[src/rtl/poker_table_video_if.sv]
// Card/hand types and the game-to-video signal bundle for poker_table_video.
// slave: the video back end; master: the game FSM side (also receives the video outputs).
package poker_types_pkg;
    typedef struct packed {
        logic [3:0] rank;
        logic [1:0] suit;
    } card_t;

    localparam logic [1:0] SuitClubs    = 2'd0;
    localparam logic [1:0] SuitDiamonds = 2'd1;
    localparam logic [1:0] SuitHearts   = 2'd2;
    localparam logic [1:0] SuitSpades   = 2'd3;

    typedef enum logic [2:0] {
        StPreflop  = 3'd0,
        StFlop     = 3'd1,
        StTurn     = 3'd2,
        StRiver    = 3'd3,
        StShowdown = 3'd4
    } hand_state_t;
endpackage

interface poker_table_video_if;
    import poker_types_pkg::*;

    logic [2:0]        player_count;
    card_t [1:0][1:0]  player_cards;
    logic [1:0][10:0]  player_stacks;
    logic [1:0][10:0]  player_pots;
    logic [10:0]       pot_size;
    logic              current_player;
    logic              current_dealer;
    logic              winner;
    logic              if_BetCheck;
    card_t [2:0]       flop_card;
    card_t             turn_card;
    card_t             river_card;
    hand_state_t       curr_state;
    logic              start_state;
    logic              wait_state;
    logic              game_state;

    logic              hs;
    logic              vs;
    logic              active_nblank;
    logic              sync;
    logic [9:0]        drawX;
    logic [9:0]        drawY;
    logic [3:0]        Red;
    logic [3:0]        Green;
    logic [3:0]        Blue;

    modport master (
        output player_count, player_cards, player_stacks, player_pots, pot_size,
               current_player, current_dealer, winner, if_BetCheck, flop_card, turn_card,
               river_card, curr_state, start_state, wait_state, game_state,
        input  hs, vs, active_nblank, sync, drawX, drawY, Red, Green, Blue
    );

    modport slave (
        input  player_count, player_cards, player_stacks, player_pots, pot_size,
               current_player, current_dealer, winner, if_BetCheck, flop_card, turn_card,
               river_card, curr_state, start_state, wait_state, game_state,
        output hs, vs, active_nblank, sync, drawX, drawY, Red, Green, Blue
    );
endinterface

[src/rtl/poker_table_video.sv]
// 800x525 VGA timing generator fused with the poker table renderer (zero-latency RGB).
// Optional feature: define SHOW_ALL_CARDS_EN to draw every hole card face-up.
module poker_table_video
    import poker_types_pkg::*;
#(
    parameter int unsigned H_TOTAL = 800,
    parameter int unsigned V_TOTAL = 525,
    parameter int unsigned CARD_W  = 40,
    parameter int unsigned CARD_H  = 56
) (
    input  logic              clk,
    input  logic              reset,
    poker_table_video_if.slave vid
);

    logic [9:0] draw_x_q, draw_x_d;
    logic [9:0] draw_y_q, draw_y_d;
    logic       hs_q, vs_q;

    always_comb begin
        draw_x_d = draw_x_q + 10'd1;
        draw_y_d = draw_y_q;
        if (draw_x_q == 10'(H_TOTAL - 1)) begin
            draw_x_d = '0;
            draw_y_d = (draw_y_q == 10'(V_TOTAL - 1)) ? '0 : draw_y_q + 10'd1;
        end
    end

    // Sync levels are computed from the next position so they line up with drawX/drawY.
    always_ff @(posedge clk) begin
        if (reset) begin
            draw_x_q <= '0;
            draw_y_q <= '0;
            hs_q     <= 1'b1;
            vs_q     <= 1'b1;
        end else begin
            draw_x_q <= draw_x_d;
            draw_y_q <= draw_y_d;
            hs_q     <= !(draw_x_d >= 10'd656 && draw_x_d <= 10'd751);
            vs_q     <= !(draw_y_d >= 10'd490 && draw_y_d <= 10'd491);
        end
    end

    function automatic logic in_rect(logic [10:0] x, logic [10:0] y, logic [10:0] x0,
                                     logic [10:0] y0, logic [10:0] w, logic [10:0] h);
        return (x >= x0) && (x < x0 + w) && (y >= y0) && (y < y0 + h);
    endfunction

    function automatic logic [10:0] cap_len(logic [10:0] v, logic [10:0] cap);
        return (v > cap) ? cap : v;
    endfunction

    // Returns {hit, rgb} for one card whose top-left corner is (x0, y0).
    function automatic logic [12:0] card_px(logic [10:0] x, logic [10:0] y, logic [10:0] x0,
                                            logic [10:0] y0, card_t c, logic up);
        logic [10:0] rx, ry;
        logic [11:0] ink;
        logic [12:0] res;
        rx  = x - x0;
        ry  = y - y0;
        ink = (c.suit == SuitDiamonds || c.suit == SuitHearts) ? 12'hF00 : 12'h000;
        res = '0;
        if (in_rect(x, y, x0, y0, 11'(CARD_W), 11'(CARD_H))) begin
            if (!up) begin
                res = {1'b1, 12'h00A};
            end else if (rx >= 11'd4 && rx <= 11'd11 && ry >= 11'd4 && ry <= 11'd11) begin
                res = {1'b1, ink};
            end else if (ry >= 11'd44 && ry <= 11'd51 && rx >= 11'd4 &&
                         rx < 11'd4 + {6'd0, c.rank, 1'b0}) begin
                res = {1'b1, ink};
            end else begin
                res = {1'b1, 12'hFFF};
            end
        end
        return res;
    endfunction

    logic [10:0]      px, py;
    logic             active;
    logic             p1_en, showdown, owner, face_up;
    logic [2:0]       comm_vis;
    card_t [4:0]      comm_cards;
    logic [1:0][10:0] stack_len, bet_len;
    logic [10:0]      pot_len, frame_top, dealer_top;
    logic [12:0]      hit;
    logic [11:0]      rgb;

    assign px         = {1'b0, draw_x_q};
    assign py         = {1'b0, draw_y_q};
    assign active     = (draw_x_q < 10'd640) && (draw_y_q < 10'd480);
    assign p1_en      = vid.player_count >= 3'd2;
    assign showdown   = vid.curr_state == StShowdown;
    assign owner      = showdown ? vid.winner : vid.current_player;
    assign frame_top  = owner ? 11'd20 : 11'd396;
    assign dealer_top = vid.current_dealer ? 11'd46 : 11'd422;
    assign comm_cards = {vid.river_card, vid.turn_card, vid.flop_card};
    assign pot_len    = cap_len(vid.pot_size >> 5, 11'd240);

    for (genvar g = 0; g < 2; g++) begin : g_bars
        assign stack_len[g] = cap_len(vid.player_stacks[g] >> 3, 11'd160);
        assign bet_len[g]   = cap_len(vid.player_pots[g] >> 3, 11'd160);
    end

    always_comb begin
        unique case (vid.curr_state)
            StPreflop: comm_vis = 3'd0;
            StFlop:    comm_vis = 3'd3;
            StTurn:    comm_vis = 3'd4;
            default:   comm_vis = 3'd5;
        endcase
    end

    // Table layers are painted back to front; later layers overwrite earlier ones.
    always_comb begin
        rgb     = 12'h000;
        hit     = '0;
        face_up = 1'b0;
        if (vid.start_state) begin
            rgb = in_rect(px, py, 11'd220, 11'd200, 11'd200, 11'd80) ? 12'hFFF : 12'h008;
        end else if (vid.wait_state) begin
            rgb = 12'h444;
        end else if (vid.game_state) begin
            rgb = 12'h062;
            if (in_rect(px, py, 11'd200, 11'd280, pot_len, 11'd8)) rgb = 12'hFFF;
            for (int p = 0; p < 2; p++) begin
                if (p == 0 || p1_en) begin
                    if (in_rect(px, py, 11'd460, (p == 1) ? 11'd44 : 11'd420, stack_len[p],
                                11'd8)) rgb = 12'hFC0;
                    if (in_rect(px, py, 11'd460, (p == 1) ? 11'd88 : 11'd380, bet_len[p],
                                11'd8)) rgb = 12'hF88;
                end
            end
            for (int p = 0; p < 2; p++) begin
`ifdef SHOW_ALL_CARDS_EN
                face_up = 1'b1;
`else
                face_up = showdown || (vid.current_player == 1'(p));
`endif
                for (int c = 0; c < 2; c++) begin
                    hit = card_px(px, py, 11'(280 + 50 * c), (p == 1) ? 11'd24 : 11'd400,
                                  vid.player_cards[p][c], face_up);
                    if (hit[12] && (p == 0 || p1_en)) rgb = hit[11:0];
                end
            end
            for (int k = 0; k < 5; k++) begin
                hit = card_px(px, py, 11'(200 + 50 * k), 11'd212, comm_cards[k], 1'b1);
                if (hit[12] && 3'(k) < comm_vis) rgb = hit[11:0];
            end
            if ((!owner || p1_en) &&
                in_rect(px, py, 11'd276, frame_top, 11'd98, 11'd64) &&
                !in_rect(px, py, 11'd278, frame_top + 11'd2, 11'd94, 11'd60)) begin
                rgb = showdown ? 12'h0F0 : 12'hFF0;
            end
            if ((!vid.current_dealer || p1_en) &&
                in_rect(px, py, 11'd384, dealer_top, 11'd12, 11'd12)) rgb = 12'hF80;
            if (in_rect(px, py, 11'd600, 11'd440, 11'd16, 11'd16)) begin
                rgb = vid.if_BetCheck ? 12'h0F0 : 12'hF00;
            end
        end
        if (!active) rgb = 12'h000;
    end

    assign vid.drawX         = draw_x_q;
    assign vid.drawY         = draw_y_q;
    assign vid.hs            = hs_q;
    assign vid.vs            = vs_q;
    assign vid.active_nblank = active;
    assign vid.sync          = 1'b0;
    assign vid.Red           = rgb[11:8];
    assign vid.Green         = rgb[7:4];
    assign vid.Blue          = rgb[3:0];

endmodule

[src/flat_wrapper.sv]
// flat-port wrapper written by rule: the top's interface ports become plain ports
module poker_table_video_flat import poker_types_pkg::*;
#(
    parameter int unsigned H_TOTAL = 800,
    parameter int unsigned V_TOTAL = 525,
    parameter int unsigned CARD_W  = 40,
    parameter int unsigned CARD_H  = 56
)
  (clk, reset, vid_player_count, vid_player_cards, vid_player_stacks, vid_player_pots, vid_pot_size, vid_current_player, vid_current_dealer, vid_winner, vid_if_BetCheck, vid_flop_card, vid_turn_card, vid_river_card, vid_curr_state, vid_start_state, vid_wait_state, vid_game_state, vid_hs, vid_vs, vid_active_nblank, vid_sync, vid_drawX, vid_drawY, vid_Red, vid_Green, vid_Blue);
  poker_table_video_if vid_i ();
  input  logic clk;
  input  logic reset;
  input wire logic [$bits(vid_i.player_count)-1:0] vid_player_count;
  input wire logic [$bits(vid_i.player_cards)-1:0] vid_player_cards;
  input wire logic [$bits(vid_i.player_stacks)-1:0] vid_player_stacks;
  input wire logic [$bits(vid_i.player_pots)-1:0] vid_player_pots;
  input wire logic [$bits(vid_i.pot_size)-1:0] vid_pot_size;
  input wire logic [$bits(vid_i.current_player)-1:0] vid_current_player;
  input wire logic [$bits(vid_i.current_dealer)-1:0] vid_current_dealer;
  input wire logic [$bits(vid_i.winner)-1:0] vid_winner;
  input wire logic [$bits(vid_i.if_BetCheck)-1:0] vid_if_BetCheck;
  input wire logic [$bits(vid_i.flop_card)-1:0] vid_flop_card;
  input wire logic [$bits(vid_i.turn_card)-1:0] vid_turn_card;
  input wire logic [$bits(vid_i.river_card)-1:0] vid_river_card;
  input wire logic [$bits(vid_i.curr_state)-1:0] vid_curr_state;
  input wire logic [$bits(vid_i.start_state)-1:0] vid_start_state;
  input wire logic [$bits(vid_i.wait_state)-1:0] vid_wait_state;
  input wire logic [$bits(vid_i.game_state)-1:0] vid_game_state;
  output wire logic [$bits(vid_i.hs)-1:0] vid_hs;
  output wire logic [$bits(vid_i.vs)-1:0] vid_vs;
  output wire logic [$bits(vid_i.active_nblank)-1:0] vid_active_nblank;
  output wire logic [$bits(vid_i.sync)-1:0] vid_sync;
  output wire logic [$bits(vid_i.drawX)-1:0] vid_drawX;
  output wire logic [$bits(vid_i.drawY)-1:0] vid_drawY;
  output wire logic [$bits(vid_i.Red)-1:0] vid_Red;
  output wire logic [$bits(vid_i.Green)-1:0] vid_Green;
  output wire logic [$bits(vid_i.Blue)-1:0] vid_Blue;
  assign vid_i.player_count = vid_player_count;
  assign vid_i.player_cards = vid_player_cards;
  assign vid_i.player_stacks = vid_player_stacks;
  assign vid_i.player_pots = vid_player_pots;
  assign vid_i.pot_size = vid_pot_size;
  assign vid_i.current_player = vid_current_player;
  assign vid_i.current_dealer = vid_current_dealer;
  assign vid_i.winner = vid_winner;
  assign vid_i.if_BetCheck = vid_if_BetCheck;
  assign vid_i.flop_card = vid_flop_card;
  assign vid_i.turn_card = vid_turn_card;
  assign vid_i.river_card = vid_river_card;
  assign vid_i.curr_state = vid_curr_state;
  assign vid_i.start_state = vid_start_state;
  assign vid_i.wait_state = vid_wait_state;
  assign vid_i.game_state = vid_game_state;
  assign vid_hs = vid_i.hs;
  assign vid_vs = vid_i.vs;
  assign vid_active_nblank = vid_i.active_nblank;
  assign vid_sync = vid_i.sync;
  assign vid_drawX = vid_i.drawX;
  assign vid_drawY = vid_i.drawY;
  assign vid_Red = vid_i.Red;
  assign vid_Green = vid_i.Green;
  assign vid_Blue = vid_i.Blue;
  poker_table_video #(.H_TOTAL(H_TOTAL), .V_TOTAL(V_TOTAL), .CARD_W(CARD_W), .CARD_H(CARD_H)) u_core (.clk(clk), .reset(reset), .vid(vid_i));
endmodule
[config.mk]
export PLATFORM = sky130hd
export DESIGN_NAME = poker_table_video_flat
export DESIGN_NICKNAME = d
export VERILOG_FILES = /design/src/rtl/poker_table_video_if.sv /design/src/rtl/poker_table_video.sv /design/src/flat_wrapper.sv
export SDC_FILE = /design/constraint.sdc
export NUM_CORES = 1
export LEC_CHECK = 0
export CORE_ASPECT_RATIO = 1.25
export CORE_MARGIN = 1.5
export CORE_UTILIZATION = 50
export DETAILED_ROUTE_END_ITERATION = 10
export GPL_TIMING_DRIVEN = 0
export PLACE_DENSITY_LB_ADDON = 0.08
export SYNTH_ARGS = -nofsm -noshare
export SYNTH_HDL_FRONTEND = slang
export SYNTH_SLANG_ARGS = --single-unit
[constraint.sdc]
create_clock -name clk -period 9.2 [get_ports clk]
set_input_delay 2.76 -clock clk [delete_from_list [all_inputs] [get_ports clk]]
set_output_delay 2.76 -clock clk [all_outputs]
set_load 0.005 [all_outputs]
Yosys cells after proc, flatten, opt, wreduce, memory -nomap -nowiden
Cells that the tools add are included.
W data, S select, Z words.
{ "word_totals": {"regBits": 22, "ramBits": 0, "latchBits": 0, "elab_cells": 402, "rom_bits": 0, "output_inout_bits": 36, "mem_count": 0} }
{ "op_classes": {"magnitude_cmp": 107, "div_mod_pow": 0, "bitwise_logic": 1, "shifts": 0, "n_reduce_logical": 133, "add_sub_neg": 30, "mux": 104, "mul": 0, "eq_ne": 23} }
{ "ops": {"columns": ["operator", "count"], "rows": [
  ["$mux W13", 49],
  ["$mux W12", 43],
  ["$lt A10 B9 Y1 const B", 17],
  ["$ge A10 B9 Y1 const B", 15],
  ["$logic_and A1 B1 Y1", 114],
  ["$ge A11 B3 Y1 const B", 10],
  ["$le A11 B4 Y1 const B", 10],
  ["$lt A11 B11 Y1", 9],
  ["$lt A10 B11 Y1", 8],
  ["$sub A10 B9 Y11 const B", 6],
  ["$add A3 B5 Y6 const A", 9],
  ["$ge A10 B8 Y1 const B", 5],
  ["$add A9 B11 Y11 const A", 4],
  ["$mux W8", 5],
  ["$ge A10 B11 Y1", 3],
  ["$ge A11 B6 Y1 const B", 3],
  ["$le A11 B6 Y1 const B", 3],
  ["$sub A10 B8 Y11 const B", 3],
  ["$gt A8 B8 Y1 const B", 4],
  ["$mux W10", 3],
  ["$add A10 B1 Y10 const B", 2],
  ["$eq A10 B10 Y1 const B", 2],
  ["$ge A10 B10 Y1 const B", 2],
  ["$lt A10 B10 Y1 const B", 2],
  ["31 further kinds", 67]
]} }

Depth between registers and ports, before layout
{ "logic_depth": {"word_depth": 29, "ltp_mapped": 19, "mapped_depth_nobuf": 18} }

Least setup slack after synthesis
OpenSTA, ideal clock, no wires.
{ "synth_timing": {"path_type": "input-to-output", "startpoint": "input vid_player_stacks[14]", "endpoint": "output vid_Red[1]", "setup_slack_ns": 0.684, "path_buffers": 1, "stages": 15, "required_ns": 6.440, "arrival_time_ns": 5.756, "path_cell_list": "or3_1 > o221ai_1 > nand2_1 > ha_1 > o21ai_0 > ha_1 > a21o_1 > a2111oi_0 > o2111ai_1 > nand3b_1 > nor2_1 > a31o_1 > a21boi_1 > a22o_1 > buf_4"} }
{ "synth_via": {"elab_chain_len": 26} }
{ "synth_rtl": {"columns": ["item", "line_no", "source"], "rows": [
  ["start, declared", "flat_wrapper.sv:15", "input wire logic [$bits(vid_i.player_stacks)-1:0] vid_player_stacks;"],
  ["$gt A8 B8 Y1", "poker_table_video.sv:50", "return (v > cap) ? cap : v;"],
  ["$mux W8 (*)", "poker_table_video.sv:50", null],
  ["$add A9 B11 Y11 (*)", "poker_table_video.sv:46", "return (x >= x0) && (x < x0 + w) && (y >= y0) && (y < y0 + h);"],
  ["$lt A10 B11 Y1 (*)", "poker_table_video.sv:46", null],
  ["$logic_and A1 B1 Y1 (*) (3 in series)", "poker_table_video.sv:46", null],
  ["$mux W12 (*)", "poker_table_video.sv:127", "if (in_rect(px, py, 11'd460, (p == 1) ? 11'd44 : 11'd420, stack_len[p],"],
  ["$mux W12 (*)", "poker_table_video.sv:129", "if (in_rect(px, py, 11'd460, (p == 1) ? 11'd88 : 11'd380, bet_len[p],"],
  ["$mux W12 (*)", "poker_table_video.sv:126", "if (p == 0 || p1_en) begin"],
  ["$mux W12 (*) (4 in series)", "poker_table_video.sv:142", "if (hit[12] && (p == 0 || p1_en)) rgb = hit[11:0];"],
  ["$mux W12 (*) (5 in series)", "poker_table_video.sv:147", "if (hit[12] && 3'(k) < comm_vis) rgb = hit[11:0];"],
  ["$mux W12 (*)", "poker_table_video.sv:149", "if ((!owner || p1_en) &&"],
  ["$mux W12 (*)", "poker_table_video.sv:154", "if ((!vid.current_dealer || p1_en) &&"],
  ["$mux W12 (*)", "poker_table_video.sv:156", "if (in_rect(px, py, 11'd600, 11'd440, 11'd16, 11'd16)) begin"],
  ["$mux W12 (*)", "poker_table_video.sv:122", "end else if (vid.game_state) begin"],
  ["$mux W12 (*)", "poker_table_video.sv:120", "end else if (vid.wait_state) begin"],
  ["$mux W12 (*)", "poker_table_video.sv:118", "if (vid.start_state) begin"],
  ["$mux W12 (*)", "poker_table_video.sv:160", "if (!active) rgb = 12'h000;"],
  ["end, declared", "flat_wrapper.sv:35", "output wire logic [$bits(vid_i.Red)-1:0] vid_Red;"]
]} }
Mark *: on every way between the ends. The rest lies on a longest branch, timed or not.

Final worst setup path
{ "layout_timing": {"startpoint": "input vid_player_stacks[15]", "endpoint": "output vid_Red[0]"} }
The elaborated chain is that of the path after synthesis.

==> impl_metrics.ini <==
[status]
run_status = completed

[routing]
ant_nets = 0
detail_route.wl_per_cell_um = 20.52
via_count = 8893
route.detailed.vias_per_inst = 6.366
drt_pre_antenna_iters = 6
finalWirelength_um = 28670
drt_first_iter_violations = 919
post-route-drc-count = 0

[clock_network]
tritoncts = yes
clk_pin_slew_ns = 0.05
tritoncts.num_buffers = 3
clk_latency_ns = 0.26
ctsRootBufferMaster = sky130_fd_sc_hd__clkbuf_16
cts_buffer_depth = 2
clock_sink_count = 22
clock_tree.htree_level_count = 1

[synthesis]
yosys_most_used_dff = sky130_fd_sc_hd__dfxtp_1
synthesis.nets = 1332
synth-seq-cells = 22
synth-warning-count = 0
synth.top_cells.by_count = sky130_fd_sc_hd__ha_1, sky130_fd_sc_hd__nor2_1, sky130_fd_sc_hd__nand2_1
synth_edf_count = 0
synth_top_area_share_pct = 24.64
ys_async_sr_fraction_pct = 0
synth_area_leader_cell = sky130_fd_sc_hd__ha_1
yosys.cell_types.count = 93
synth.yosys.seq_area_share_pct = 5.782
synthesis.area_um2 = 7617
postSynthCellCount = 1058
post-synth-top-count-cell = sky130_fd_sc_hd__ha_1
synthesis.area_per_instance_um2 = 7.200
netlist_top_cells_area = sky130_fd_sc_hd__ha_1, sky130_fd_sc_hd__xnor2_1, sky130_fd_sc_hd__dfxtp_1, sky130_fd_sc_hd__nor2_1, sky130_fd_sc_hd__nand2_1

[setup_path]
critPathKind = in2out
cp_slowest_cell = sky130_fd_sc_hd__or3_4
critical_path.n_buffers_inverters = 4
path_cells = dlygate4sd2_1 > or3_4 > o221ai_4 > nand2_2 > ha_4 > buf_4 > o21ai_2 > ha_1 > a21o_1 > a2111oi_4 > o2111ai_2 > nand3b_1 > nor2_2 > a31o_1 > a21boi_2 > buf_4 > a22o_4 > dlygate4sd2_1
required_ns = 6.44
critPathTopFamily = compound AO/OA/AOI/OAI gates
regToRegEndpoint = u_core.vid.vs$_SDFF_PP1_
reg2reg_setup_slack_ns = 4.69
timing.critical_path.to_type = primary output
critical_path_peak_fanout = 4
critical_path.max_stage_delay_ns = 0.39
crit-reg2reg-launch = u_core.vid.drawX[2]$_SDFF_PP0_
reg2reg_depth = 10
startpoint_type = primary input
worst_ep_arrival_time_ns = 6.31

[timing]
timing_worst_slew_pin_value_ns = 1.135
fin_skew_ns = 0.004715
period_needed_ns = 9.071
timing.final.max_slew_violations = 0
finalCritPeriodShare_pct = 98.60
maxSlewHeadroom_pct = 24.13
setup_viol_count_final = 0
timing.final.hold_violations = 0
maxClockFrequency_mhz = 110.2

[pwr]
peak_supply_drop_mv = 0.05771
power.share.sequential_pct = 25.1
power.static_leakage_nw = 4.172
netSwitchingPower_mw = 0.1462
netSwitchingFraction_pct = 35.60
p_comb_share_pct = 52.9
clkPwrFrac_pct = 22.0
power.density_cell_area_nw_per_um2 = 42.66
power_report.internal_total_mw = 0.2645

[place]
detailed_place_hpwl_um = 22810
port_buffers = 139
dpl_cell_area_um2 = 9236
globalplace.congestion = 1.043
dp.cells = 1379

[layout]
antenna-diode-count = 0
layout.cell_area.non_filler_um2 = 9629
finish.net_count = 1491
fin_util_pct = 64.40
fin_cells = 1397
layout_overhead_on_the_synthesized_area_pct = 26.41
final_layout_size_suffix_gt1_share_pct = 9.547

[floorplan]
io_pins = 160
die_x_um = 113.4
effective_utilization_at_floorplan_pct = 50.95
placement_rows = 50
design.die.area_um2 = 15990
core_area_um2 = 14950
chipHeight_um = 141.0

[global_route]
grt_first_pass_wirelength_um = 44930
grt_use_total_pct = 35.20
grt_pass1_vias = 8604
grt_max_degree = 18
grt.overflow.total = 0
antenna_violations_before_repair = 0

[min_path]
worst_hold_path.num_cells = 3
beginning_of_the_worst_hold_path = u_core.vid.drawY[0]$_SDFF_PP0_
whs_endpoint = u_core.vid.drawY[0]$_SDFF_PP0_
hp-class = reg2reg

[job]
max_cap_check_violation_count = 0
[timing repair]
item,4_1_cts,5_1_grt
gates resized for setup,66,21
cloned,0,0
buffers inserted,12,3
setup endpoints to repair,12,9
pin swaps,26,19
hold buffers,0,0
[state kept, by name, summed over array words and instances, names as in the netlist]
register	flops
u_core.vid.vs	1
u_core.vid.drawY	10
u_core.vid.drawX	10
u_core.vid.hs	1
[worst max path at each step]
stage / from / to / slack (ns) / cells after the start
final: vid_player_stacks[15] / vid_Red[0] / 0.13 / 18
after floorplan: vid_player_stacks[14] / vid_Red[1] / 0.68 / 15
after detailed placement: vid_player_stacks[18] / vid_Red[3] / -0.98 / 17
after global placement: vid_player_stacks[18] / vid_Red[3] / -0.98 / 17
after global routing: vid_player_pots[9] / vid_Blue[3] / -0.13 / 20
after CTS: vid_player_stacks[16] / vid_Green[3] / 0.00002 / 17
[power groups by stage]
| stage | Combinational [mW] | Sequential (mW) | Clock, mW |
|---|---|---|---|
| detailed placement | 0.207 | 0.105 | 0 |
| floorplan | 0.111 | 0.102 | 0 |
| finish | 0.217 | 0.103 | 0.0904 |
| global route | 0.244 | 0.103 | 0.0947 |
| CTS | 0.213 | 0.103 | 0.0914 |
| global placement | 0.202 | 0.105 | 0 |
[worst register-to-register path, cell delays in order, from the launching register on]
cell                       delay [ns]
sky130_fd_sc_hd__dfxtp_1         1.01
sky130_fd_sc_hd__ha_1            0.27
sky130_fd_sc_hd__buf_2           0.18
sky130_fd_sc_hd__clkbuf_1        0.42
sky130_fd_sc_hd__nand2_1         0.24
sky130_fd_sc_hd__nor4_1          0.80
sky130_fd_sc_hd__clkbuf_1        0.53
sky130_fd_sc_hd__nand4_1         0.27
sky130_fd_sc_hd__or3_1           0.36
sky130_fd_sc_hd__a21oi_1         0.20
sky130_fd_sc_hd__nand4_1         0.09
[per-stage QoR]
stage                     setup WS [ns]  hold slack [ns]  setup TNS, ns  power (mW)
after floorplan                  0.6845           0.6839              0      0.2124
after global placement          -0.9772           0.7035         -7.851      0.3075
after detailed placement        -0.9804           0.7147         -7.861      0.3122
after CTS                    0.00002487           0.7222              0      0.4075
after global routing            -0.1262           0.7650        -0.2482      0.4422
final                            0.1286           0.7174              0      0.4107
[cells in the final DEF (no fill, tap or decap), types with 10 or more instances in the layout]
master,netlist,final
sky130_fd_sc_hd__ha_1,150,145
sky130_fd_sc_hd__nand3_1,35,35
sky130_fd_sc_hd__a21boi_0,11,11
sky130_fd_sc_hd__xnor2_1,52,52
sky130_fd_sc_hd__o211ai_1,10,10
sky130_fd_sc_hd__buf_2,24,25
sky130_fd_sc_hd__nor4_1,12,11
sky130_fd_sc_hd__o2111ai_1,15,13
sky130_fd_sc_hd__buf_4,3,20
sky130_fd_sc_hd__inv_1,58,58
sky130_fd_sc_hd__or2_2,12,12
sky130_fd_sc_hd__clkdlybuf4s50_1,0,115
sky130_fd_sc_hd__or3_1,14,12
sky130_fd_sc_hd__nor3_1,27,25
sky130_fd_sc_hd__a21oi_1,62,59
sky130_fd_sc_hd__nand2b_1,17,17
sky130_fd_sc_hd__and3_1,12,12
sky130_fd_sc_hd__nor2b_1,16,15
sky130_fd_sc_hd__xor2_1,10,10
sky130_fd_sc_hd__dfxtp_1,22,22
sky130_fd_sc_hd__a21o_1,28,28
sky130_fd_sc_hd__dlygate4sd2_1,0,15
sky130_fd_sc_hd__o21ai_0,62,55
sky130_fd_sc_hd__nand2_1,86,84
sky130_fd_sc_hd__clkbuf_1,17,17
sky130_fd_sc_hd__nand4_1,18,18
sky130_fd_sc_hd__nor3b_1,13,12
sky130_fd_sc_hd__a211oi_1,13,12
sky130_fd_sc_hd__nor2_1,94,92
[logic make-up (layout without fill, tap and decap cells)]
kind of cell | count (synthesis) | count (layout) | share of synthesized area (%)
xor gates and xnor gates | 62 | 62 | 7.129
buffers and inverters | 110 | 267 | 6.061
other | 1 | 1 | 0.04923
and+or+nand+nor | 394 | 394 | 26.84
AOI/OAI and AO/OA | 313 | 313 | 28.71
adders and majority gates | 150 | 150 | 24.64
muxes | 6 | 6 | 0.7885
DFF | 22 | 22 | 5.782
[layer usage]
metal / vias up / share of wire, % / wire (µm) / GRT usage [%]
li1: 4253 / - / - / -
met1: 4094 / 40 / 11340 / 42.12
met2: 436 / 47 / 13560 / 61.18
met3: 110 / 7.3 / 2094 / 4.041
met4: 0 / 5.8 / 1666 / 19.14
met5: - / 0 / 0 / 0
[final cells by class]
class	count	area (µm²)
multi-input cells	926	6949
inverters	60	225.2
clock buffers	3	75.07
flip-flops and latches	22	440.4
fillers	1392	5323
plain buffers	50	236.5
repair buffers	154	1475
well taps	182	227.7
No activity file was read; power rests on OpenSTA's default activity.
